<file path="src/rtl/fetch_predict_stage_pkg.sv">
// Shared definitions for the fetch/predict stage: widths, opcode field
// values, 2-bit branch counter states and small helper functions.
package fetch_predict_stage_pkg;

  localparam int DBITS = 32;

  // Top nibble of the instruction word selects the instruction class.
  localparam logic [3:0] OP_ALU    = 4'b0000;
  localparam logic [3:0] OP_ALUI   = 4'b0001;
  localparam logic [3:0] BR_OPCODE = 4'b0010;
  localparam logic [3:0] OP_JAL    = 4'b0011;
  localparam logic [3:0] OP_LOAD   = 4'b0100;
  localparam logic [3:0] OP_STORE  = 4'b0101;

  // Saturating counter states; the MSB doubles as the taken prediction.
  typedef enum logic [1:0] {
    SN = 2'b00,
    WN = 2'b01,
    WT = 2'b10,
    ST = 2'b11
  } cnt_state_t;

  // Word-aligned branch displacement: sign-extended imm16 scaled by 4.
  function automatic logic [31:0] imm_offset(input logic [31:0] inst);
    return {{14{inst[15]}}, inst[15:0], 2'b00};
  endfunction

  // One training step of a 2-bit counter, saturating at both ends.
  function automatic cnt_state_t train_cnt(input cnt_state_t cur, input logic taken);
    cnt_state_t nxt;
    case (cur)
      SN:      nxt = taken ? WN : SN;
      WN:      nxt = taken ? WT : SN;
      WT:      nxt = taken ? ST : WN;
      ST:      nxt = taken ? ST : WT;
      default: nxt = WN;
    endcase
    return nxt;
  endfunction

endpackage

</file>
<file path="src/rtl/fetch_predict_stage_bht_2bit.sv">
// Direct-mapped table of 2-bit saturating branch counters.
// Combinational read port for the fetch PC, one synchronous training port.
module bht_2bit
  import fetch_predict_stage_pkg::*;
#(
  parameter int BHT_IDX = 6
) (
  input  logic               clk,
  input  logic               reset,
  input  logic [BHT_IDX-1:0] rd_idx,
  output cnt_state_t         rd_cnt,
  input  logic               upd_en,
  input  logic [BHT_IDX-1:0] upd_idx,
  input  logic               upd_taken
);

  localparam int ENTRIES = 1 << BHT_IDX;

  cnt_state_t cnt_r [ENTRIES];

  // Read returns the stored value; a same-cycle update is not bypassed.
  assign rd_cnt = cnt_r[rd_idx];

  // Reset every counter to weakly-not-taken; train the addressed entry on update.
  always_ff @(posedge clk or negedge reset) begin
    if (!reset) begin
      for (int i = 0; i < ENTRIES; i++) begin
        cnt_r[i] <= WN;
      end
    end else if (upd_en) begin
      cnt_r[upd_idx] <= train_cnt(cnt_r[upd_idx], upd_taken);
    end
  end

endmodule

</file>
<file path="src/rtl/fetch_predict_stage.sv">
// Instruction-fetch stage: PC register, PC+4 and branch-target adders,
// BHT-driven prediction and the next-PC priority mux feeding IF/ID.
module fetch_predict_stage
  import fetch_predict_stage_pkg::*;
#(
  parameter int               DBITS     = fetch_predict_stage_pkg::DBITS,
  parameter int               BHT_IDX   = 6,
  parameter logic [DBITS-1:0] RESET_PC  = 32'h0000_0000,
  parameter logic [3:0]       BR_OPCODE = fetch_predict_stage_pkg::BR_OPCODE
) (
  input  logic             clk,
  input  logic             reset,
  input  logic             stall,
  input  logic             redirect_valid,
  input  logic [DBITS-1:0] redirect_pc,
  input  logic             upd_valid,
  input  logic [DBITS-1:0] upd_pc,
  input  logic             upd_taken,
  output logic [DBITS-1:0] imem_addr,
  input  logic [DBITS-1:0] imem_data,
  output logic [DBITS-1:0] pcIncremented,
  output logic [DBITS-1:0] instWord,
  output logic [DBITS-1:0] brBaseOffset,
  output logic             prediction,
  output logic             flush
);

  localparam logic [DBITS-1:0] PC_STEP = 32'd4;

  logic [DBITS-1:0]   pc_r;
  logic [DBITS-1:0]   pc_next_s;
  logic [DBITS-1:0]   pc_inc_s;
  logic [DBITS-1:0]   br_target_s;
  logic [BHT_IDX-1:0] rd_idx_s;
  logic [BHT_IDX-1:0] upd_idx_s;
  cnt_state_t         rd_cnt_s;
  logic               is_branch_s;
  logic               predict_s;

  // Both adders wrap modulo 2^DBITS without any flagging.
  assign pc_inc_s    = pc_r + PC_STEP;
  assign br_target_s = pc_inc_s + imm_offset(imem_data);
  assign is_branch_s = (imem_data[31:28] == BR_OPCODE);
  assign rd_idx_s    = pc_r[BHT_IDX+1:2];
  assign upd_idx_s   = upd_pc[BHT_IDX+1:2];
  assign predict_s   = is_branch_s & rd_cnt_s[1];

  assign imem_addr     = pc_r;
  assign pcIncremented = pc_inc_s;
  assign instWord      = imem_data;
  assign brBaseOffset  = br_target_s;
  assign prediction    = predict_s;
  assign flush         = redirect_valid;

  bht_2bit #(
    .BHT_IDX (BHT_IDX)
  ) u_bht (
    .clk       (clk),
    .reset     (reset),
    .rd_idx    (rd_idx_s),
    .rd_cnt    (rd_cnt_s),
    .upd_en    (upd_valid),
    .upd_idx   (upd_idx_s),
    .upd_taken (upd_taken)
  );

  // Next-PC priority: EX redirect beats stall, stall beats prediction.
  always_comb begin
    pc_next_s = pc_inc_s;
    if (redirect_valid) begin
      pc_next_s = redirect_pc;
    end else if (stall) begin
      pc_next_s = pc_r;
    end else if (predict_s) begin
      pc_next_s = br_target_s;
    end else begin
      pc_next_s = pc_inc_s;
    end
  end

  // PC register, forced to the reset vector while reset is low.
  always_ff @(posedge clk or negedge reset) begin
    if (!reset) begin
      pc_r <= RESET_PC;
    end else begin
      pc_r <= pc_next_s;
    end
  end

endmodule

</file>
<file path="config.mk">
export PLATFORM = sky130hd
export DESIGN_NAME = fetch_predict_stage
export DESIGN_NICKNAME = d
export VERILOG_FILES = /design/src/rtl/fetch_predict_stage_pkg.sv /design/src/rtl/fetch_predict_stage_bht_2bit.sv /design/src/rtl/fetch_predict_stage.sv
export SDC_FILE = /design/constraint.sdc
export NUM_CORES = 1
export LEC_CHECK = 0
export BUFFER_PORTS_ARGS = -buffer_cell sky130_fd_sc_hd__buf_2
export CAP_MARGIN = 10
export CORE_MARGIN = 4
export CORE_UTILIZATION = 45
export DETAILED_ROUTE_END_ITERATION = 8
export PLACE_DENSITY = 0.74
export SETUP_SLACK_MARGIN = 0.4
export SYNTH_ARGS = -nofsm -noshare
export SYNTH_HDL_FRONTEND = slang
export SYNTH_SLANG_ARGS = --single-unit
</file>
<file path="constraint.sdc">
create_clock -name clk -period 3.6 [get_ports clk]
set_clock_uncertainty 0.2 [all_clocks]
set_input_delay 0.18 -clock clk [delete_from_list [all_inputs] [get_ports clk]]
set_output_delay 0.18 -clock clk [all_outputs]
set_load 0.005 [all_outputs]
</file>
==> results_dict.tcl <==
set metrics [dict create \
    status "finished, violations left" \
    violations "setup timing" \
    final_common_cell "buf_2" \
    antenna_cells 0 \
    synth_cells 1066 \
    portBuffers 181 \
    clkSlewWorstSetupHoldPaths_ns 0.07 \
    clk_latency_ns 0.44 \
    pin_count 232 \
    ff2ff_setup_slack_ns -0.41 \
    clk_path_buf_depth 2 \
    cts_buffers 17 \
    powerDensity_nw_per_um2 433 \
    p_switching_mw 2.34 \
    final_util 0.652 \
    first_global_vias 10400 \
    via_count 10600 \
    htreeDepth 4 \
    ir_drop_v 0.000265 \
    holdPathStages 3 \
    leakagePower_nw 7.08 \
    drive_gt1_frac 0.569 \
    clock-root-buffer "clkbuf_16" \
    async_flop_share 1.00 \
    layout_common_cells "buf_2, buf_4, mux2_2" \
    antenna_found_initial 2 \
    die_h_um 164 \
    avgSynthCellArea_um2 10.3 \
    synthesis.nets 1205 \
    power_frac_clock 0.288 \
    synth_ff_type "dfrtp_1" \
    critPathMaxFanout 5 \
    r2r-start "imem_addr[11]" \
    crit_arrival_ns 3.84 \
    rsz0062_at_grt "true" \
    final.fill_count 1655 \
    via_per_inst 6.17 \
    rr_endpoint "imem_addr[18]" \
    hold_start "redirect_valid" \
    worst_ep_required_time_ns 3.22 \
    synth_cell_types 75 \
    rows 56 \
    report.final.hold_viol_count 0 \
    netlist_area_um2 11000 \
    synth_top_area_cell "dfrtp_1" \
    endpoint_kind "output pin" \
    tritoncts "built" \
    ys_ff_latch 160 \
    worst_setup_path_start_kind "flip-flop" \
    start_util 0.463 \
    routabilityCongestion 0.925 \
    area_growth_pct 40.9 \
    drt_pass1_iterations 6 \
    ys_seq_area_frac 0.371 \
    drt_wl_total_um 39800 \
    drv_slew 0 \
    power_mw 6.71 \
    setup_viol 43 \
    timing.final.crit_share 1.17 \
    nNetsFinal 1528 \
    fin_ws_ns -0.619 \
    seq_power_share 0.338 \
    synth_area_leaders "dfrtp_1, mux2_2, dfstp_2, mux4_2, ha_1" \
    hpwl_um 24700 \
    grt_pass1_wl_um 56900 \
    avgRoutedWirePerCell_um 23.1 \
    dieArea_um2 27000 \
    core_um2 23800 \
    final.min_clock_period_ns 4.22 \
    cts.sinks 160 \
    slew_headroom 0.322 \
    r2r_cells 18 \
    drtAntennaViolNets 0 \
    grt_overflow_total 0 \
    grt_max_degree 105 \
    min_to "imem_addr[25]" \
    die_w_um 164 \
    drc 0 \
    drt_iter0_drc 1177 \
    yosysTopAreaCellShare 0.218 \
    critical_path_class "flip-flop to output pin" \
    ys_warn_count 0 \
    p_comb_frac 0.374 \
    drv_cap 0 \
    synth-edff-count 0 \
    grt_usage 0.269 \
    power_switching_share 0.348 \
    fmax_mhz 237 \
    hold_class "primary input to flip-flop" \
    worst_pin_slew_ns 1.02 \
    intPower_mw 4.37 \
]
worst max-delay path: stages (launching register included):
cell      delay, ns
dfrtp_1        0.39
nand4_1        0.28
nor3_4         0.33
nand2_1        0.15
xnor2_2        0.22
ha_1           0.31
buf_4          0.17
and4_1         0.22
a221oi_4       0.41
o21ai_4        0.14
a21o_1         0.22
a41oi_2        0.22
xnor2_2        0.18
buf_2          0.16
logic make-up (layout without fill, tap and decap cells):
| family | after synthesis | in the layout | share of synthesized area |
|---|---|---|---|
| XOR/XNOR | 57 | 57 | 0.0454 |
| AND/OR/NAND/NOR | 271 | 271 | 0.113 |
| buffers and inverters | 123 | 459 | 0.0644 |
| adder cells (fa/ha/maj) | 39 | 39 | 0.0451 |
| flip-flops | 160 | 160 | 0.371 |
| multiplexers | 203 | 203 | 0.229 |
| AO/OA/AOI/OAI | 213 | 213 | 0.132 |
cells in the mapped netlist, drive strengths merged (2+ instances only):
cell type	instances
a211oi	2
a21boi	2
a21o	22
a21oi	52
a221o	7
a221oi	26
a22o	9
a22oi	7
a31oi	6
a32oi	3
a41oi	2
and2	8
and3	14
and4	5
buf	68
clkbuf	35
dfrtp	96
dfstp	64
ha	36
inv	19
maj3	2
mux2	156
mux2i	24
mux4	23
nand2	111
nand3	25
nand4	16
nor2	66
nor2b	6
nor3	7
o211ai	2
o21a	5
o21ai	43
o21bai	4
o22ai	8
or2	2
or3	3
xnor2	41
xor2	16
state kept, by name, indices dropped and copies added, names as in the netlist:
signal and cells:
imem_addr 32, u_bht.cnt_r 128
worst max path at each step:
stage,from,to,cells after the start
6_report,imem_addr[11],brBaseOffset[24],13
5_1_grt,imem_addr[4],brBaseOffset[24],14
4_1_cts,imem_addr[5],brBaseOffset[28],16
3_5_place_dp,imem_addr[5],brBaseOffset[31],17
3_3_place_gp,imem_addr[3],brBaseOffset[31],17
2_1_floorplan,imem_addr[4],imem_addr[29],16
metal layers:
metal	up-vias	track usage	part of all wire
met4	4	0.132	0.064
met1	5197	0.336	0.37
met3	207	0.0577	0.091
met2	693	0.442	0.47
li1	4515	-	-
met5	-	0	0.00080
power by group through the flow:
stage / logic [mW] / clock network, mW / registers [mW]
after floorplan: 1.16 / 0 / 2.25
after detailed placement: 1.91 / 0 / 2.29
after global placement: 1.88 / 0 / 2.27
after global routing: 2.66 / 2.02 / 2.29
final: 2.51 / 1.93 / 2.27
after CTS: 2.23 / 1.96 / 2.26
final cells by class:
cell class,count,area [µm²],area share
tap,319,399,0.0258
sequential,160,4090,0.264
clock inverter,15,215,0.0139
timing repair buffer,407,3020,0.195
clock buffer,17,425,0.0275
multi-input combinational,783,7250,0.468
inverter,20,90.1,0.00581
per-stage QoR:
step | area (µm²) | worst slack (ns) | std cells | hold WS (ns) | TNS [ns]
detailed placement | 13000 | -0.115 | 1593 | 0.160 | -0.825
CTS | 14900 | -0.428 | 1700 | 0.0606 | -4.67
global placement | 13000 | -0.0465 | 1593 | 0.160 | -0.128
global route | 15500 | -0.653 | 1721 | 0.111 | -13.83
finish | 15500 | -0.619 | 1721 | 0.0892 | -11.07
floorplan | 11300 | -0.0260 | 1066 | -0.316 | -0.0456
timing repair:
action | CTS | global route
setup buffers | 39 | 20
endpoints found under the hold margin | 92 | 0
hold buffers | 33 | 0
endpoints found under the setup margin | 55 | 54
gates cloned | 3 | 1
pin swaps | 59 | 61
gates resized for setup | 127 | 72
No activity file was read; power rests on OpenSTA's default activity.
